==> config.mk <==
export PLATFORM = sky130hd
export DESIGN_NAME = sa_sched_flat
export DESIGN_NICKNAME = d
export VERILOG_FILES = /design/src/rtl/sa_pkg.sv /design/src/rtl/sa_sched_if.sv /design/src/rtl/sa_loop_cnt.sv /design/src/rtl/sa_sched.sv /design/src/flat_wrapper.sv
export SDC_FILE = /design/constraint.sdc
export NUM_CORES = 1
export LEC_CHECK = 0
export CAP_MARGIN = 20
export CORE_ASPECT_RATIO = 0.8
export CORE_MARGIN = 3
export CORE_UTILIZATION = 60
export CTS_CLUSTER_DIAMETER = 150
export DETAILED_ROUTE_END_ITERATION = 10
export DONT_BUFFER_PORTS = 1
export GPL_TIMING_DRIVEN = 0
export HOLD_SLACK_MARGIN = 0.1
export PLACE_DENSITY = 0.88
export SYNTH_ARGS = -nofsm -noshare
export SYNTH_HDL_FRONTEND = slang
export SYNTH_SLANG_ARGS = --single-unit
export TNS_END_PERCENT = 1
==> constraint.sdc <==
create_clock -name clk -period 5.5 [get_ports clk]
set_input_delay 0.825 -clock clk [delete_from_list [all_inputs] [get_ports clk]]
set_output_delay 0.825 -clock clk [all_outputs]
set_load 0.01 [all_outputs]
==> src/rtl/sa_pkg.sv <==
`default_nettype none
// ============================================================================
// Module      : sa_pkg
// Description : Shared types, sizes and helpers for the self-attention
//               phase scheduler (sa_sched) and its loop counter.
// Revision    : 1.0 - initial release
// ============================================================================
package sa_pkg;

    // Scheduler phase, also driven out on the phase port
    typedef enum logic [2:0] {
        IDLE  = 3'd0,
        LOAD  = 3'd1,
        QKV   = 3'd2,
        QK    = 3'd3,
        SCL   = 3'd4,
        ACC   = 3'd5,
        DRAIN = 3'd6
    } phase_e;

    localparam int LOAD_LEN = 192;   // X bytes + three weight matrices
    localparam int DIM      = 8;     // MAC lanes / matrix dimension
    localparam int W_BYTES  = 64;    // bytes per 8x8 weight matrix

    // Sequence length clamp: 0 -> 1, above DIM -> DIM
    function automatic logic [3:0] clamp_t(input logic [3:0] t);
        if (t == 4'd0) begin
            return 4'd1;
        end else if (t > 4'(DIM)) begin
            return 4'(DIM);
        end else begin
            return t;
        end
    endfunction

endpackage
`default_nettype wire

==> src/rtl/sa_sched_if.sv <==
`default_nettype none
// ============================================================================
// Module      : sa_sched_if
// Description : Handshake/control bundle of the SA phase scheduler.
//               perf_cyc exists only when SA_SCHED_PERF_EN is defined.
// Revision    : 1.0 - initial release
// ============================================================================
interface sa_sched_if;

    logic        in_valid;
    logic [3:0]  T;
    logic        busy;
    logic [2:0]  phase;
    logic [3:0]  t_len;
    logic        ld_x_en;
    logic        ld_w_en;
    logic [1:0]  ld_sel;
    logic [5:0]  ld_addr;
    logic [1:0]  mat_sel;
    logic [2:0]  row;
    logic [2:0]  kidx;
    logic        acc_clr;
    logic        acc_wr;
    logic        out_valid;
    logic [5:0]  out_idx;
`ifdef SA_SCHED_PERF_EN
    logic [10:0] perf_cyc;
`endif

    // Job source side (drives the load strobe, observes control)
    modport master (
        output in_valid, T,
        input  busy, phase, t_len, ld_x_en, ld_w_en, ld_sel, ld_addr,
               mat_sel, row, kidx, acc_clr, acc_wr, out_valid, out_idx
`ifdef SA_SCHED_PERF_EN
        , input perf_cyc
`endif
    );

    // Scheduler side
    modport slave (
        input  in_valid, T,
        output busy, phase, t_len, ld_x_en, ld_w_en, ld_sel, ld_addr,
               mat_sel, row, kidx, acc_clr, acc_wr, out_valid, out_idx
`ifdef SA_SCHED_PERF_EN
        , output perf_cyc
`endif
    );

endinterface
`default_nettype wire

==> src/rtl/sa_loop_cnt.sv <==
`default_nettype none
// ============================================================================
// Module      : sa_loop_cnt
// Description : Three-level nested counter (outer/mid/inner) with
//               programmable last values, a clearing start pulse and a
//               wrap flag raised on the final count of the nest.
// Revision    : 1.0 - initial release
// ============================================================================
module sa_loop_cnt (
    input  wire logic       clk,
    input  wire logic       rst_n,
    input  wire logic       i_start,
    input  wire logic       i_en,
    input  wire logic [1:0] i_outer_last,
    input  wire logic [2:0] i_mid_last,
    input  wire logic [2:0] i_inner_last,
    output logic      [1:0] o_outer,
    output logic      [2:0] o_mid,
    output logic      [2:0] o_inner,
    output logic            o_wrap
);

    logic [1:0] r_outer;
    logic [2:0] r_mid;
    logic [2:0] r_inner;
    logic       w_inner_end;
    logic       w_mid_end;
    logic       w_outer_end;

    assign w_inner_end = (r_inner == i_inner_last);
    assign w_mid_end   = (r_mid   == i_mid_last);
    assign w_outer_end = (r_outer == i_outer_last);

    assign o_outer = r_outer;
    assign o_mid   = r_mid;
    assign o_inner = r_inner;
    assign o_wrap  = w_inner_end & w_mid_end & w_outer_end;

    // Start clears the nest (and wins over a wrap), otherwise ripple-carry advance
    always_ff @(posedge clk or negedge rst_n) begin
        if (!rst_n) begin
            r_outer <= '0;
            r_mid   <= '0;
            r_inner <= '0;
        end else if (i_start) begin
            r_outer <= '0;
            r_mid   <= '0;
            r_inner <= '0;
        end else if (i_en) begin
            if (!w_inner_end) begin
                r_inner <= r_inner + 3'd1;
            end else begin
                r_inner <= '0;
                if (!w_mid_end) begin
                    r_mid <= r_mid + 3'd1;
                end else begin
                    r_mid <= '0;
                    if (!w_outer_end) begin
                        r_outer <= r_outer + 2'd1;
                    end else begin
                        r_outer <= '0;
                    end
                end
            end
        end
    end

endmodule
`default_nettype wire

==> src/rtl/sa_sched.sv <==
`default_nettype none
// ============================================================================
// Module      : sa_sched
// Description : Phase scheduler for the self-attention datapath. Samples the
//               192-cycle load burst, then sequences QKV, QK^T, ReLU/3 scale,
//               score x V accumulation and the result drain. Control only.
//               Optional: SA_SCHED_PERF_EN adds the perf_cyc counter.
// Revision    : 1.0 - initial release
// ============================================================================
module sa_sched
    import sa_pkg::*;
(
    input  wire logic  clk,
    input  wire logic  rst_n,
    sa_sched_if.slave  bus
);

    localparam logic [1:0] c_load_outer_last = 2'(LOAD_LEN / W_BYTES - 1);
    localparam logic [1:0] c_qkv_outer_last  = 2'd2;
    localparam logic [2:0] c_dim_last        = 3'(DIM - 1);

    phase_e     r_state;
    logic [3:0] r_t_len;

    logic [1:0] w_outer;
    logic [2:0] w_mid;
    logic [2:0] w_inner;
    logic       w_wrap;
    logic       w_start;
    logic       w_busy;
    logic [2:0] w_tm1;
    logic [1:0] w_outer_last;
    logic [2:0] w_mid_last;
    logic [2:0] w_inner_last;

    assign w_busy  = (r_state != IDLE);
    assign w_tm1   = 3'(r_t_len - 4'd1);
    // The counter is held clear in IDLE and restarted at every phase boundary
    assign w_start = (r_state == IDLE) || w_wrap;

    // Loop limits for the counter, chosen by the current phase
    always_comb begin
        w_outer_last = '0;
        w_mid_last   = '0;
        w_inner_last = '0;
        case (r_state)
            LOAD: begin
                w_outer_last = c_load_outer_last;
                w_mid_last   = c_dim_last;
                w_inner_last = c_dim_last;
            end
            QKV: begin
                w_outer_last = c_qkv_outer_last;
                w_mid_last   = w_tm1;
                w_inner_last = c_dim_last;
            end
            QK, DRAIN: begin
                w_mid_last   = w_tm1;
                w_inner_last = c_dim_last;
            end
            SCL: begin
                w_mid_last   = w_tm1;
            end
            ACC: begin
                w_mid_last   = w_tm1;
                w_inner_last = w_tm1;
            end
            default: begin
            end
        endcase
    end

    sa_loop_cnt u_loop_cnt (
        .clk          (clk),
        .rst_n        (rst_n),
        .i_start      (w_start),
        .i_en         (w_busy),
        .i_outer_last (w_outer_last),
        .i_mid_last   (w_mid_last),
        .i_inner_last (w_inner_last),
        .o_outer      (w_outer),
        .o_mid        (w_mid),
        .o_inner      (w_inner),
        .o_wrap       (w_wrap)
    );

    // Phase sequencing; t_len is latched on job start and cleared on return to IDLE
    always_ff @(posedge clk or negedge rst_n) begin
        if (!rst_n) begin
            r_state <= IDLE;
            r_t_len <= '0;
        end else begin
            case (r_state)
                IDLE: begin
                    if (bus.in_valid) begin
                        r_t_len <= clamp_t(bus.T);
                        r_state <= LOAD;
                    end
                end
                LOAD:  if (w_wrap) r_state <= QKV;
                QKV:   if (w_wrap) r_state <= QK;
                QK:    if (w_wrap) r_state <= SCL;
                SCL:   if (w_wrap) r_state <= ACC;
                ACC:   if (w_wrap) r_state <= DRAIN;
                DRAIN: begin
                    if (w_wrap) begin
                        r_state <= IDLE;
                        r_t_len <= '0;
                    end
                end
                default: begin
                    r_state <= IDLE;
                    r_t_len <= '0;
                end
            endcase
        end
    end

    logic       w_ld_x_en;
    logic       w_ld_w_en;
    logic [1:0] w_ld_sel;
    logic [5:0] w_ld_addr;
    logic [1:0] w_mat_sel;
    logic [2:0] w_row;
    logic [2:0] w_kidx;
    logic       w_acc_clr;
    logic       w_acc_wr;
    logic       w_out_valid;
    logic [5:0] w_out_idx;

    // Moore decode of the datapath controls from state and counter registers
    always_comb begin
        w_ld_x_en   = 1'b0;
        w_ld_w_en   = 1'b0;
        w_ld_sel    = '0;
        w_ld_addr   = '0;
        w_mat_sel   = '0;
        w_row       = '0;
        w_kidx      = '0;
        w_acc_clr   = 1'b0;
        w_acc_wr    = 1'b0;
        w_out_valid = 1'b0;
        w_out_idx   = '0;
        case (r_state)
            LOAD: begin
                w_ld_w_en = 1'b1;
                w_ld_sel  = w_outer;
                w_ld_addr = {w_mid, w_inner};
                w_ld_x_en = ({w_outer, w_mid, w_inner} < {1'b0, r_t_len, 3'b000});
            end
            QKV, QK: begin
                w_mat_sel = (r_state == QKV) ? w_outer : 2'd0;
                w_row     = w_mid;
                w_kidx    = w_inner;
                w_acc_clr = (w_inner == 3'd0);
                w_acc_wr  = (w_inner == c_dim_last);
            end
            SCL: begin
                w_row    = w_mid;
                w_acc_wr = 1'b1;
            end
            ACC: begin
                w_row     = w_mid;
                w_kidx    = w_inner;
                w_acc_clr = (w_inner == 3'd0);
                w_acc_wr  = (w_inner == w_tm1);
            end
            DRAIN: begin
                w_out_valid = 1'b1;
                w_out_idx   = {w_mid, w_inner};
            end
            default: begin
            end
        endcase
    end

    assign bus.busy      = w_busy;
    assign bus.phase     = r_state;
    assign bus.t_len     = r_t_len;
    assign bus.ld_x_en   = w_ld_x_en;
    assign bus.ld_w_en   = w_ld_w_en;
    assign bus.ld_sel    = w_ld_sel;
    assign bus.ld_addr   = w_ld_addr;
    assign bus.mat_sel   = w_mat_sel;
    assign bus.row       = w_row;
    assign bus.kidx      = w_kidx;
    assign bus.acc_clr   = w_acc_clr;
    assign bus.acc_wr    = w_acc_wr;
    assign bus.out_valid = w_out_valid;
    assign bus.out_idx   = w_out_idx;

`ifdef SA_SCHED_PERF_EN
    logic [10:0] r_perf_cyc;

    // Compute-phase cycle count: cleared on job start, held after DRAIN
    always_ff @(posedge clk or negedge rst_n) begin
        if (!rst_n) begin
            r_perf_cyc <= '0;
        end else if ((r_state == IDLE) && bus.in_valid) begin
            r_perf_cyc <= '0;
        end else if (r_state >= QKV && r_state <= DRAIN) begin
            r_perf_cyc <= r_perf_cyc + 11'd1;
        end
    end

    assign bus.perf_cyc = r_perf_cyc;
`endif

endmodule
`default_nettype wire

==> src/flat_wrapper.sv <==
// flat-port wrapper written by rule: the top's interface ports become plain ports
module sa_sched_flat import sa_pkg::*;
  (clk, rst_n, bus_in_valid, bus_T, bus_busy, bus_phase, bus_t_len, bus_ld_x_en, bus_ld_w_en, bus_ld_sel, bus_ld_addr, bus_mat_sel, bus_row, bus_kidx, bus_acc_clr, bus_acc_wr, bus_out_valid, bus_out_idx);
  sa_sched_if bus_i ();
  input  wire logic clk;
  input  wire logic rst_n;
  input wire logic [$bits(bus_i.in_valid)-1:0] bus_in_valid;
  input wire logic [$bits(bus_i.T)-1:0] bus_T;
  output wire logic [$bits(bus_i.busy)-1:0] bus_busy;
  output wire logic [$bits(bus_i.phase)-1:0] bus_phase;
  output wire logic [$bits(bus_i.t_len)-1:0] bus_t_len;
  output wire logic [$bits(bus_i.ld_x_en)-1:0] bus_ld_x_en;
  output wire logic [$bits(bus_i.ld_w_en)-1:0] bus_ld_w_en;
  output wire logic [$bits(bus_i.ld_sel)-1:0] bus_ld_sel;
  output wire logic [$bits(bus_i.ld_addr)-1:0] bus_ld_addr;
  output wire logic [$bits(bus_i.mat_sel)-1:0] bus_mat_sel;
  output wire logic [$bits(bus_i.row)-1:0] bus_row;
  output wire logic [$bits(bus_i.kidx)-1:0] bus_kidx;
  output wire logic [$bits(bus_i.acc_clr)-1:0] bus_acc_clr;
  output wire logic [$bits(bus_i.acc_wr)-1:0] bus_acc_wr;
  output wire logic [$bits(bus_i.out_valid)-1:0] bus_out_valid;
  output wire logic [$bits(bus_i.out_idx)-1:0] bus_out_idx;
  assign bus_i.in_valid = bus_in_valid;
  assign bus_i.T = bus_T;
  assign bus_busy = bus_i.busy;
  assign bus_phase = bus_i.phase;
  assign bus_t_len = bus_i.t_len;
  assign bus_ld_x_en = bus_i.ld_x_en;
  assign bus_ld_w_en = bus_i.ld_w_en;
  assign bus_ld_sel = bus_i.ld_sel;
  assign bus_ld_addr = bus_i.ld_addr;
  assign bus_mat_sel = bus_i.mat_sel;
  assign bus_row = bus_i.row;
  assign bus_kidx = bus_i.kidx;
  assign bus_acc_clr = bus_i.acc_clr;
  assign bus_acc_wr = bus_i.acc_wr;
  assign bus_out_valid = bus_i.out_valid;
  assign bus_out_idx = bus_i.out_idx;
  sa_sched u_core (.clk(clk), .rst_n(rst_n), .bus(bus_i));
endmodule
* Word level (Yosys, flattened, before mapping)
Index checks and enable logic that the tools add are counted.
Cells by class: add/sub/neg operators 4, $lt $le $gt $ge 2, eq/ne operators 18, reduce and logical (&&, ||, !) cells 19, divide/modulo/power cells 0, $mul 0, shift-type cells 0, bitwise gates (word level) 3, multiplexer cells 40
Operators by type and width (count):
- $mux W3 | 16
- $pmux W3 S7 | 1
- $mux W2 | 9
- $mux W4 | 4
- $eq A3 B3 Y1 const B | 4
- $mux W6 | 2
- $ne A2 B1 Y1 const B | 6
- $pmux W3 S2 | 2
- $pmux W4 S3 | 1
- $reduce_or A5 Y1 | 2
- $eq A3 B3 Y1 | 3
- $lt A8 B7 Y1 | 1
- $reduce_or A4 Y1 | 2
- $reduce_and A7 Y1 | 1
- $add A3 B1 Y3 const B | 2
- $eq A3 B2 Y1 const B | 2
- $logic_not A3 Y1 | 2
- $reduce_and A3 Y1 | 2
- $reduce_bool A2 Y1 | 3
- $gt A4 B4 Y1 const B | 1
- $logic_not A4 Y1 | 1
- $mux W1 | 4
- $reduce_or A2 Y1 | 2
- $eq A3 B1 Y1 const B | 1
- 11 further kinds | 12
Word-level totals: register bits 15, memories 0, bits in writable memories 0, bits of input ports 7, latch bits 0, memory bits (read-only) 0

* Logic depth before layout (Yosys ltp)
depth in word-level cells 9, depth in mapped cells 9, mapped depth without buffers 8

* By module
Synthesis repeated with hierarchy kept, for this count alone.
Second synthesis, totals: cells, all modules 177, area, all modules 1426.4 sq um
By module, submodules not included:
- sa_sched | times used 1, cells each 117, sequential area each 175.2 sq um, area an instance 862.1 sq um
- sa_loop_cnt | times used 1, cells each 60, sequential area each 200.2 sq um, area an instance 564.3 sq um

* Worst setup path after synthesis
OpenSTA, ideal clock, no wires.
kind register to output, start point reg u_core.r_t_len[1], in the netlist u_core.bus.t_len[1], end point out bus_ld_x_en, cell stages (with the launch flop) 7, buffers on the path 0, arrival 1.733 ns, required time 4.675 ns, path slack 2.942 ns, cells stage by stage dfrtp_1 -> inv_1 -> ha_1 -> o21ai_0 -> nand2b_1 -> a21o_1 -> a2111oi_0
On the way: cells in the longest elaborated chain, start to end 2
Ends and longest elaborated chain:
- start: declaration | RTL line sa_sched.sv:23 | logic [3:0] r_t_len;
- start signal: assignment | RTL line sa_sched.sv:96 | r_t_len <= clamp_t(bus.T);
- $lt A8 B7 Y1 | RTL line sa_sched.sv:149 | w_ld_x_en = ({w_outer, w_mid, w_inner} < {1'b0, r_t_len, 3'b000});
- $mux W1 | RTL line sa_sched.sv:144 | case (r_state)
- end: declaration | RTL line flat_wrapper.sv:12 | output wire logic [$bits(bus_i.ld_x_en)-1:0] bus_ld_x_en;
Every way passes these cells.

* Worst setup path in the final report
start point reg u_core.u_loop_cnt.r_mid[1], in the netlist u_core.u_loop_cnt.o_mid[1], end point out bus_ld_x_en
On the way: cells in the longest elaborated chain, start to end 2
Ends and longest elaborated chain:
- start: declaration | RTL line sa_loop_cnt.sv:24 | logic [2:0] r_mid;
- start signal: assignment | RTL line sa_loop_cnt.sv:55 | r_mid <= r_mid + 3'd1;
- $lt A8 B7 Y1 | RTL line sa_sched.sv:149
- $mux W1 | RTL line sa_sched.sv:144
Every way passes these cells.

==> out/results.txt <==
Die X = 60.87 um
Worst VDD drop = 0.2075 mV
Peak Freq = 0.3231 GHz
Clk_lat worst skew = 0.28 ns
Largest family of logic cells by synthesized area = simple AND/OR/NAND/NOR gates
P per Cell Area = 325.9 nW/um^2
Setup Fix Bufs, Post-CTS = 0
Largest net degree at the start of global routing = 16
Vias per cell = 7.105
RSZ-0062 raised after global routing = false
Synth area leader = dfrtp_1
Xor/xnor cell area share of the yosys netlist = 6.061%
Hold Fails Final Rpt = 0
Starting density of the core = 65.25%
Number of synthesized flops with an enable pin = 0
Height of the die = 49.90 um
Mux contribution to synthesized area = 0%
Synthesis-to-layout area growth = 3.983%
Post-DP HPWL = 3.191 mm
First-pass GRT wire length = 6.534 mm
# diodes = 0
# IOs = 42
Seq/Total Area, Yosys = 25.97%
Routed wire per std cell = 19.95 um
Minimum clock period = 3.095 ns
Most frequent cells in the layout = dfrtp_1 (15), a21oi_1 (13), nor2_1 (12), nand2_1 (12)
Layout cells sized above 1 = 10.27%
CTS Sinks = 15
Yosys cell types = 50
CTS max path bufs = 2
Period utilization = 56.27%
HP Class = in -> async
Final setup vio count = 0
Arr. time, crit path = 2.27 ns
Final net count = 200
Post-Synth Adder-Cell Area = 6.061%
Fin area = 1503 um^2
Simple-Gate Fraction of Synth Area = 30.30%
Synth Area in Compound Gates = 24.16%
Cell Area, Synth = 1445 um^2
Max cap viols = 0
Avg Cell Area, Syn = 7.984 um^2
Placed instance area = 1476 um^2
CP startpoint kind = flip-flop
Setup CP Type = reg -> out
Async SR Flop Fraction = 100.0%
Max H-tree Level = 1
Number of global-route vias before repair = 1309
Post-CTS Hold Buffers = 0
PnR Total Power = 0.4897 mW
Port Buffer Count = 0
Layout Skew = 0.001843 ns
#FFs+latches synth = 15
Gr ovfl total = 0
Via Count = 1492
Status = finished clean
Final WS setup = 2.405 ns
Gr usage total = 28.55%
Most common cell after layout, fill and taps aside = dfrtp_1
CTS tree = done
Site row count = 15
Worst-path fanout max = 10
Worst Max-Slew Pin Slew = 0.8818 ns
Net Count, Synth = 195
Placeable Area = 2215 um^2
Crit path required time = 4.68 ns
Root Driver = clkbuf_4
Fin. max-slew vios = 0
Worst slack at placement = 2.717 ns
Main flop type after synthesis = dfrtp_1
Routed WL = 4.190 mm
CTS resizes = 0
Drt drc = 0
Cells after Synth = 181
Final ANT Viol Nets = 0
Worst setup EP type = primary output
Ranking of synthesized cells by area = dfrtp_1 (26%), ha_1 (6.1%), xnor2_1 (4.8%)
Initial antenna violation count = 0
Total number of yosys warnings = 0
Slew headroom = 39.69%
Total CTS buffers = 3
Die area = 3037 um^2
Static leakage = 0.6325 nW
Initial DRC count = 82
Gpl congestion = 1.033
Yosys top cell area share = 25.97%
Final TNS setup = 0 ns
DRT Pass-1 Iters = 5
Clock Pin Slew Worst Setup and Hold Paths = 0.09 ns
==> flip-flops by register name (all words and copies together), names as in the netlist <==
name	flops
u_core.bus.phase	3
u_core.bus.t_len	4
u_core.u_loop_cnt.o_inner	3
u_core.u_loop_cnt.o_mid	3
u_core.u_loop_cnt.o_outer	2
==> through the flow <==
step | util (%) | std cells | hold WS, ns
6_report | 67.85 | 210 | 0.2253
5_1_grt | 67.85 | 210 | 0.2094
4_1_cts | 67.85 | 210 | 0.2271
3_5_place_dp | 66.67 | 206 | 0.5297
3_3_place_gp | 66.67 | 206 | 0.5297
2_1_floorplan | - | 181 | 0.5294
==> Yosys cell counts (2+ instances only) <==
cell	number
dfrtp_1	15
a21oi_1	13
nand2_1	12
nor2_1	12
and3_1	11
inv_1	11
o21ai_0	8
xnor2_1	8
ha_1	7
clkbuf_1	6
nand2b_1	6
nor3_1	6
o31ai_1	5
and2_1	4
a31oi_1	3
buf_2	3
buf_4	3
nand3_1	3
nor2b_1	3
o211ai_1	3
a21boi_0	2
a22oi_1	2
nor3b_1	2
nor4_1	2
o221ai_1	2
o22ai_1	2
o32ai_1	2
or3_1	2
xor2_1	2
==> power by group <==
part	internal, mW	switching [mW]	total, mW
Clock	0.0282	0.0355	0.0636
Sequential	0.139	0.0488	0.188
Combinational	0.100	0.138	0.238
==> cells by family after synthesis <==
group | count (synthesis)
AND/OR/NAND/NOR | 73
AO/OA/AOI/OAI | 52
buffers and inverters | 24
flip-flops | 15
XOR/XNOR | 10
adder cells (fa/ha/maj) | 7
==> critical path, stage by stage, from the launching register on <==
cell and delay, ns:
dfrtp_1 0.57, ha_1 0.30, o21ai_0 0.08, nand2b_1 0.08, a21o_1 0.18, a2111oi_0 0.78
==> final cells by class <==
cell class	count	area, um^2
multi-input cells	142	962.2
clock buffers	4	26.28
fillers	200	711.9
inverters	12	47.55
well taps	25	31.28
plain buffers	12	60.06
flip-flops and latches	15	375.4
==> routing by layer <==
metal,up-vias,global-route usage (%),part of all wire [%]
met3,20,4.974,12
li1,666,-,-
met1,694,39.20,39
met2,112,44.66,46
met5,-,0,0
met4,0,9.386,3.7
==> final timing paths <==
path | start | to | slack [ns] | cells after the start
max reg2reg | u_core.bus.t_len[0]$_DFFE_PN0P_ | u_core.bus.phase[0]$_DFFE_PN0P_ | 2.66 | 9
min | rst_n | u_core.u_loop_cnt.o_inner[2]$_DFFE_PN0P_ | 0.23 | 0
min reg2reg | u_core.u_loop_cnt.o_outer[0]$_DFFE_PN0P_ | u_core.u_loop_cnt.o_outer[0]$_DFFE_PN0P_ | 0.62 | 2
max | u_core.u_loop_cnt.o_mid[1]$_DFFE_PN0P_ | bus_ld_x_en | 2.41 | 5
max in group asynchronous | rst_n | u_core.bus.phase[1]$_DFFE_PN0P_ | 5.20 | 0
min in group clk | u_core.u_loop_cnt.o_outer[0]$_DFFE_PN0P_ | u_core.u_loop_cnt.o_outer[0]$_DFFE_PN0P_ | 0.62 | 2
No activity file was read; power rests on OpenSTA's default activity.
